--- src/rtl/apb_master_if.sv ---
// Command/response and APB bus bundle for apb_master.
// The master modport is the initiator's view; the slave modport is the requester/fabric side.
interface apb_master_if #(
  parameter int ADDR_WIDTH = 8,
  parameter int DATA_WIDTH = 8,
  parameter int NUM_SLAVES = 4,
  parameter int SEL_WIDTH  = $clog2(NUM_SLAVES)
);
  logic                  req_valid;
  logic                  req_ready;
  logic                  req_write;
  logic [SEL_WIDTH-1:0]  req_sel;
  logic [ADDR_WIDTH-1:0] req_addr;
  logic [DATA_WIDTH-1:0] req_wdata;
  logic                  rsp_valid;
  logic                  rsp_ready;
  logic [DATA_WIDTH-1:0] rsp_rdata;
  logic                  rsp_err;
  logic [NUM_SLAVES-1:0] psel;
  logic                  penable;
  logic [ADDR_WIDTH-1:0] paddr;
  logic                  pwrite;
  logic [DATA_WIDTH-1:0] pwdata;
  logic [DATA_WIDTH-1:0] prdata;
  logic                  pready;

  modport master (
    input  req_valid, req_write, req_sel, req_addr, req_wdata, rsp_ready, prdata, pready,
    output req_ready, rsp_valid, rsp_rdata, rsp_err, psel, penable, paddr, pwrite, pwdata
  );

  modport slave (
    output req_valid, req_write, req_sel, req_addr, req_wdata, rsp_ready, prdata, pready,
    input  req_ready, rsp_valid, rsp_rdata, rsp_err, psel, penable, paddr, pwrite, pwdata
  );
endinterface

--- src/rtl/apb_master.sv ---
// APB initiator: turns one valid/ready command at a time into a SETUP/ACCESS transfer
// and returns read data or an error on a registered response channel.
module apb_master #(
  parameter int ADDR_WIDTH     = 8,
  parameter int DATA_WIDTH     = 8,
  parameter int NUM_SLAVES     = 4,
  parameter int SEL_WIDTH      = $clog2(NUM_SLAVES),
  parameter int TIMEOUT_CYCLES = 16
) (
  input  logic         clk,
  input  logic         arst,
  apb_master_if.master bus
);

  typedef enum logic [1:0] {
    IDLE   = 2'd0,
    SETUP  = 2'd1,
    ACCESS = 2'd2,
    RESP   = 2'd3
  } state_t;

  localparam int CNT_W = (TIMEOUT_CYCLES == 0) ? 1 : $clog2(TIMEOUT_CYCLES + 1);
  localparam logic [CNT_W-1:0]      CNT_MAX  = {CNT_W{1'b1}};
  localparam logic [CNT_W-1:0]      CNT_LAST = CNT_W'(TIMEOUT_CYCLES - 1);
  localparam logic [NUM_SLAVES-1:0] SEL_LSB  = {{(NUM_SLAVES-1){1'b0}}, 1'b1};
  localparam logic [SEL_WIDTH:0]    SEL_LIM  = (SEL_WIDTH+1)'(NUM_SLAVES);

  state_t                state_q, state_d;
  logic [NUM_SLAVES-1:0] psel_q, psel_d;
  logic                  penable_q, penable_d;
  logic [ADDR_WIDTH-1:0] paddr_q, paddr_d;
  logic                  pwrite_q, pwrite_d;
  logic [DATA_WIDTH-1:0] pwdata_q, pwdata_d;
  logic                  rsp_valid_q, rsp_valid_d;
  logic [DATA_WIDTH-1:0] rsp_rdata_q, rsp_rdata_d;
  logic                  rsp_err_q, rsp_err_d;
  logic [CNT_W-1:0]      cnt_q, cnt_d;
  logic                  sel_ok_s;
  logic                  timeout_s;

  assign sel_ok_s  = ({1'b0, bus.req_sel} < SEL_LIM);
  // The counter holds the number of ACCESS cycles already spent without pready.
  assign timeout_s = (TIMEOUT_CYCLES != 0) && (cnt_q == CNT_LAST);

  // Next-state and next-output decode.
  always_comb begin
    state_d     = state_q;
    psel_d      = psel_q;
    penable_d   = penable_q;
    paddr_d     = paddr_q;
    pwrite_d    = pwrite_q;
    pwdata_d    = pwdata_q;
    rsp_valid_d = rsp_valid_q;
    rsp_rdata_d = rsp_rdata_q;
    rsp_err_d   = rsp_err_q;
    cnt_d       = cnt_q;
    case (state_q)
      IDLE: begin
        if (bus.req_valid) begin
          cnt_d = {CNT_W{1'b0}};
          if (sel_ok_s) begin
            state_d   = SETUP;
            psel_d    = SEL_LSB << bus.req_sel;
            penable_d = 1'b0;
            paddr_d   = bus.req_addr;
            pwrite_d  = bus.req_write;
            pwdata_d  = bus.req_wdata;
          end else begin
            state_d     = RESP;
            rsp_valid_d = 1'b1;
            rsp_err_d   = 1'b1;
            rsp_rdata_d = {DATA_WIDTH{1'b0}};
          end
        end else begin
          state_d = IDLE;
        end
      end
      SETUP: begin
        state_d   = ACCESS;
        penable_d = 1'b1;
      end
      ACCESS: begin
        if (bus.pready) begin
          state_d     = RESP;
          psel_d      = {NUM_SLAVES{1'b0}};
          penable_d   = 1'b0;
          rsp_valid_d = 1'b1;
          rsp_err_d   = 1'b0;
          rsp_rdata_d = pwrite_q ? {DATA_WIDTH{1'b0}} : bus.prdata;
        end else begin
          cnt_d = (cnt_q == CNT_MAX) ? cnt_q : cnt_q + CNT_W'(1);
          if (timeout_s) begin
            state_d     = RESP;
            psel_d      = {NUM_SLAVES{1'b0}};
            penable_d   = 1'b0;
            rsp_valid_d = 1'b1;
            rsp_err_d   = 1'b1;
            rsp_rdata_d = {DATA_WIDTH{1'b0}};
          end else begin
            state_d = ACCESS;
          end
        end
      end
      RESP: begin
        if (bus.rsp_ready) begin
          state_d     = IDLE;
          rsp_valid_d = 1'b0;
        end else begin
          state_d = RESP;
        end
      end
      default: begin
        state_d     = IDLE;
        psel_d      = {NUM_SLAVES{1'b0}};
        penable_d   = 1'b0;
        rsp_valid_d = 1'b0;
      end
    endcase
  end

  // State and registered outputs; reset drops the bus and discards any in-flight command.
  always_ff @(posedge clk or posedge arst) begin
    if (arst) begin
      state_q     <= IDLE;
      psel_q      <= {NUM_SLAVES{1'b0}};
      penable_q   <= 1'b0;
      paddr_q     <= {ADDR_WIDTH{1'b0}};
      pwrite_q    <= 1'b0;
      pwdata_q    <= {DATA_WIDTH{1'b0}};
      rsp_valid_q <= 1'b0;
      rsp_rdata_q <= {DATA_WIDTH{1'b0}};
      rsp_err_q   <= 1'b0;
      cnt_q       <= {CNT_W{1'b0}};
    end else begin
      state_q     <= state_d;
      psel_q      <= psel_d;
      penable_q   <= penable_d;
      paddr_q     <= paddr_d;
      pwrite_q    <= pwrite_d;
      pwdata_q    <= pwdata_d;
      rsp_valid_q <= rsp_valid_d;
      rsp_rdata_q <= rsp_rdata_d;
      rsp_err_q   <= rsp_err_d;
      cnt_q       <= cnt_d;
    end
  end

  assign bus.req_ready = (state_q == IDLE) && !arst;
  assign bus.psel      = psel_q;
  assign bus.penable   = penable_q;
  assign bus.paddr     = paddr_q;
  assign bus.pwrite    = pwrite_q;
  assign bus.pwdata    = pwdata_q;
  assign bus.rsp_valid = rsp_valid_q;
  assign bus.rsp_rdata = rsp_rdata_q;
  assign bus.rsp_err   = rsp_err_q;

endmodule

--- src/flat_wrapper.sv ---
// flat-port wrapper written by rule: the top's interface ports become plain ports
module apb_master_flat 
#(
  parameter int ADDR_WIDTH     = 8,
  parameter int DATA_WIDTH     = 8,
  parameter int NUM_SLAVES     = 4,
  parameter int SEL_WIDTH      = $clog2(NUM_SLAVES),
  parameter int TIMEOUT_CYCLES = 16
)
  (clk, arst, bus_req_valid, bus_req_write, bus_req_sel, bus_req_addr, bus_req_wdata, bus_rsp_ready, bus_prdata, bus_pready, bus_req_ready, bus_rsp_valid, bus_rsp_rdata, bus_rsp_err, bus_psel, bus_penable, bus_paddr, bus_pwrite, bus_pwdata);
  apb_master_if #(.ADDR_WIDTH(ADDR_WIDTH), .DATA_WIDTH(DATA_WIDTH), .NUM_SLAVES(NUM_SLAVES), .SEL_WIDTH(SEL_WIDTH)) bus_i ();
  input  logic clk;
  input  logic arst;
  input wire logic [$bits(bus_i.req_valid)-1:0] bus_req_valid;
  input wire logic [$bits(bus_i.req_write)-1:0] bus_req_write;
  input wire logic [$bits(bus_i.req_sel)-1:0] bus_req_sel;
  input wire logic [$bits(bus_i.req_addr)-1:0] bus_req_addr;
  input wire logic [$bits(bus_i.req_wdata)-1:0] bus_req_wdata;
  input wire logic [$bits(bus_i.rsp_ready)-1:0] bus_rsp_ready;
  input wire logic [$bits(bus_i.prdata)-1:0] bus_prdata;
  input wire logic [$bits(bus_i.pready)-1:0] bus_pready;
  output wire logic [$bits(bus_i.req_ready)-1:0] bus_req_ready;
  output wire logic [$bits(bus_i.rsp_valid)-1:0] bus_rsp_valid;
  output wire logic [$bits(bus_i.rsp_rdata)-1:0] bus_rsp_rdata;
  output wire logic [$bits(bus_i.rsp_err)-1:0] bus_rsp_err;
  output wire logic [$bits(bus_i.psel)-1:0] bus_psel;
  output wire logic [$bits(bus_i.penable)-1:0] bus_penable;
  output wire logic [$bits(bus_i.paddr)-1:0] bus_paddr;
  output wire logic [$bits(bus_i.pwrite)-1:0] bus_pwrite;
  output wire logic [$bits(bus_i.pwdata)-1:0] bus_pwdata;
  assign bus_i.req_valid = bus_req_valid;
  assign bus_i.req_write = bus_req_write;
  assign bus_i.req_sel = bus_req_sel;
  assign bus_i.req_addr = bus_req_addr;
  assign bus_i.req_wdata = bus_req_wdata;
  assign bus_i.rsp_ready = bus_rsp_ready;
  assign bus_i.prdata = bus_prdata;
  assign bus_i.pready = bus_pready;
  assign bus_req_ready = bus_i.req_ready;
  assign bus_rsp_valid = bus_i.rsp_valid;
  assign bus_rsp_rdata = bus_i.rsp_rdata;
  assign bus_rsp_err = bus_i.rsp_err;
  assign bus_psel = bus_i.psel;
  assign bus_penable = bus_i.penable;
  assign bus_paddr = bus_i.paddr;
  assign bus_pwrite = bus_i.pwrite;
  assign bus_pwdata = bus_i.pwdata;
  apb_master #(.ADDR_WIDTH(ADDR_WIDTH), .DATA_WIDTH(DATA_WIDTH), .NUM_SLAVES(NUM_SLAVES), .SEL_WIDTH(SEL_WIDTH), .TIMEOUT_CYCLES(TIMEOUT_CYCLES)) u_core (.clk(clk), .arst(arst), .bus(bus_i));
endmodule
--- config.mk ---
export PLATFORM = sky130hd
export DESIGN_NAME = apb_master_flat
export DESIGN_NICKNAME = d
export VERILOG_FILES = /design/src/rtl/apb_master_if.sv /design/src/rtl/apb_master.sv /design/src/flat_wrapper.sv
export SDC_FILE = /design/constraint.sdc
export NUM_CORES = 1
export LEC_CHECK = 0
export BUFFER_PORTS_ARGS = -buffer_cell sky130_fd_sc_hd__buf_2
export CAP_MARGIN = 20
export CORE_UTILIZATION = 48
export CTS_CLUSTER_SIZE = 28
export DETAILED_ROUTE_END_ITERATION = 6
export PLACE_DENSITY = 0.78
export SYNTH_ARGS = -nofsm -noshare
export SYNTH_HDL_FRONTEND = slang
export SYNTH_SLANG_ARGS = --single-unit
export TNS_END_PERCENT = 100
--- constraint.sdc ---
create_clock -name clk -period 2.5 [get_ports clk]
set_input_delay 0.375 -clock clk [delete_from_list [all_inputs] [get_ports clk]]
set_output_delay 0.375 -clock clk [all_outputs]
set_load 0.1 [all_outputs]
==> summary.txt <==
Core Footprint - 0.00339 sq mm
First-pass GRT wire length - 5600 um
Number of synthesized flops with an enable pin - 0
Fin. Hold Viols - 0
Routability cong. - 0.739
Yosys warnings - 0
Period Utilization, post-route - 0.812
Setup TNS - 0 ns
Setup CP Type - reg -> out
CP startpoint kind - flop
Top-count cell post-synth - dfrtp_1
Max Transition Viols Final - 0
Register area share after synthesis - 0.569
Post-Syn Nets - 173
Routed WL - 3700 um
Die W - 61.8 um
Final setup violation count - 0
Tmin final - 2.03 ns
HPWL after detailed placement - 2720 um
Mapped Avg Cell Area - 12.4 sq um
Slew of the pin with the lowest slew margin - 0.545 ns
Top post-synthesis cells by area - dfrtp_1, mux2_2, mux2_1
Inserted Clock Buffers - 5
DR DRC count - 0
Initial antenna violation count - 0
RSZ-0062 raised after global routing - no
Iteration-0 DRC Markers - 81
TritonRoute pass-1 iters - 4
CP max FO - 15
Longest Clk Path Bufs - 2
CTS tree - done
Area grow syn2layout - 25.4%
Die ar. - 0.00382 sq mm
Share of layout cells above drive strength 1 - 0.442
Post-synth cell types - 31
# IOs - 65
Vias in the first global route - 1302
Synth Cell Area - 0.00172 sq mm
Total track usage - 0.207
Cell Rows - 21
Most frequent cells after synthesis - dfrtp_1, o21ai_0, mux2_2
Clk slew on worst S/H paths - 0.12 ns
Resize count post-CTS - 0
Crit end category - primary output
Largest net degree at the start of global routing - 29
Worst skew pair latency - 0.36 ns
Synth top area share - 0.569
Crit path DAT - 1.66 ns
Max Cap Viol - 0
Main flop type after synthesis - dfrtp_1
Required time worst endpoint - 2.12 ns
Layout Skew - 0.0179 ns
Slew Limit Headroom - 0.637
Hold-fix buffers, CTS - 0
Root Driver - clkbuf_4
Antenna Cells - 0
Via Count - 1379
Number of H-tree levels - 2
Asr flop ratio synth - 1.00
Gr ovfl total - 0
Number of routed nets with antenna violations - 0
Die Y - 61.8 um
Nets - 240
#FFs+latches synth - 39
Synth Instances - 138
IO Port Bufs - 64
Achievable Freq - 492 MHz
Routed length per instance - 14.7 um
Via-to-Cell Ratio - 5.47
Post-CTS repair timing setup buffer count - 0
TritonCTS Sinks - 39
HP Class - in -> async
Initial core utilization - 0.506
Run status - finished, final reports clean
Post-synth top area cell - dfrtp_1
per-layer routing:
metal	global-route usage	vias up	share of wire
met5	0	-	0
met4	0.0984	0	0.011
met3	0.0435	7	0.051
met2	0.347	46	0.49
met1	0.254	696	0.45
li1	-	630	-
layout by cell type, fill, tap and decap left out:
master,netlist,final
buf_2,4,64
dfrtp_1,39,39
o21ai_0,13,13
mux2_2,11,11
mux2_1,10,10
nand2_1,9,9
nand4b_1,8,8
inv_1,6,6
clkbuf_4,0,5
a22o_1,3,3
ha_1,3,3
o21bai_1,2,2
nor3b_1,2,2
nand2b_1,2,2
nor2_1,2,2
nand3_1,2,2
o21a_1,2,2
a31oi_1,2,2
and3_1,2,2
a21oi_1,2,2
o22ai_1,2,2
clkbuf_8,0,2
buf_4,0,2
nor3b_4,1,1
and2b_1,1,1
nor3_1,2,1
nor2_2,1,1
a21oi_2,1,1
or3_1,1,1
a21bo_2,1,1
nor4_2,1,1
mux2i_1,1,1
nor3_2,0,1
clkinvlp_4,0,1
logic make-up after synthesis:
family                     count (synthesis)  synth area share
muxes                                     22             0.144
DFF                                       39             0.569
AOI/OAI and AO/OA                         28             0.102
adders and majority gates                  3            0.0219
buffers and inverters                     12            0.0335
and+or+nand+nor                           34             0.130
registers in the layout (all words and copies together), names as in the netlist:
| name | cells |
|---|---|
| u_core.bus.rsp_valid | 1 |
| u_core.bus.paddr | 8 |
| u_core.state_q | 2 |
| u_core.bus.rsp_rdata | 8 |
| u_core.bus.psel | 4 |
| u_core.cnt_q | 5 |
| u_core.bus.pwdata | 8 |
| u_core.bus.rsp_err | 1 |
| u_core.bus.pwrite | 1 |
| u_core.bus.penable | 1 |
area by class of cell:
type / instances / area (sq um)
fill: 300 / 1240
sequential: 39 / 976
multi-input combinational: 87 / 687
timing repair buffer: 66 / 335
clock buffer: 7 / 65.1
tap: 46 / 57.6
inverter: 6 / 22.5
clock inverter: 1 / 7.51
worst max-delay path, cell delays in order (launching register included):
cell and delay (ns):
dfrtp_1 0.60, nor3_2 0.25, buf_2 0.45
metrics by stage:
step,cells,area (sq um),utilization,hold slack [ns],worst slack (ns)
finish,252,2150,0.635,0.0179,0.469
global route,252,2150,0.635,0.0512,0.381
global placement,244,2080,0.613,0.408,0.610
floorplan,138,1720,-,0.442,0.278
detailed placement,244,2080,0.613,0.419,0.532
CTS,252,2150,0.635,0.0313,0.483
final timing paths:
check                               startpoint                      end  slack, ns  cells after the start
min in group clk                 bus_rsp_ready        u_core.state_q[0]       0.20                      2
min reg2reg                u_core.bus.paddr[6]      u_core.bus.paddr[6]       0.50                      1
max in group asynchronous                 arst          u_core.cnt_q[0]       1.75                      3
max                          u_core.state_q[1]            bus_req_ready       0.47                      2
max reg2reg                    u_core.cnt_q[0]       u_core.bus.psel[1]       0.49                      6
min                                       arst  u_core.bus.rsp_rdata[5]       0.02                      2
Power is left out: the tool's default activity adds up to more than one toggle a clock period on the data nets, which glitch-free logic cannot reach.
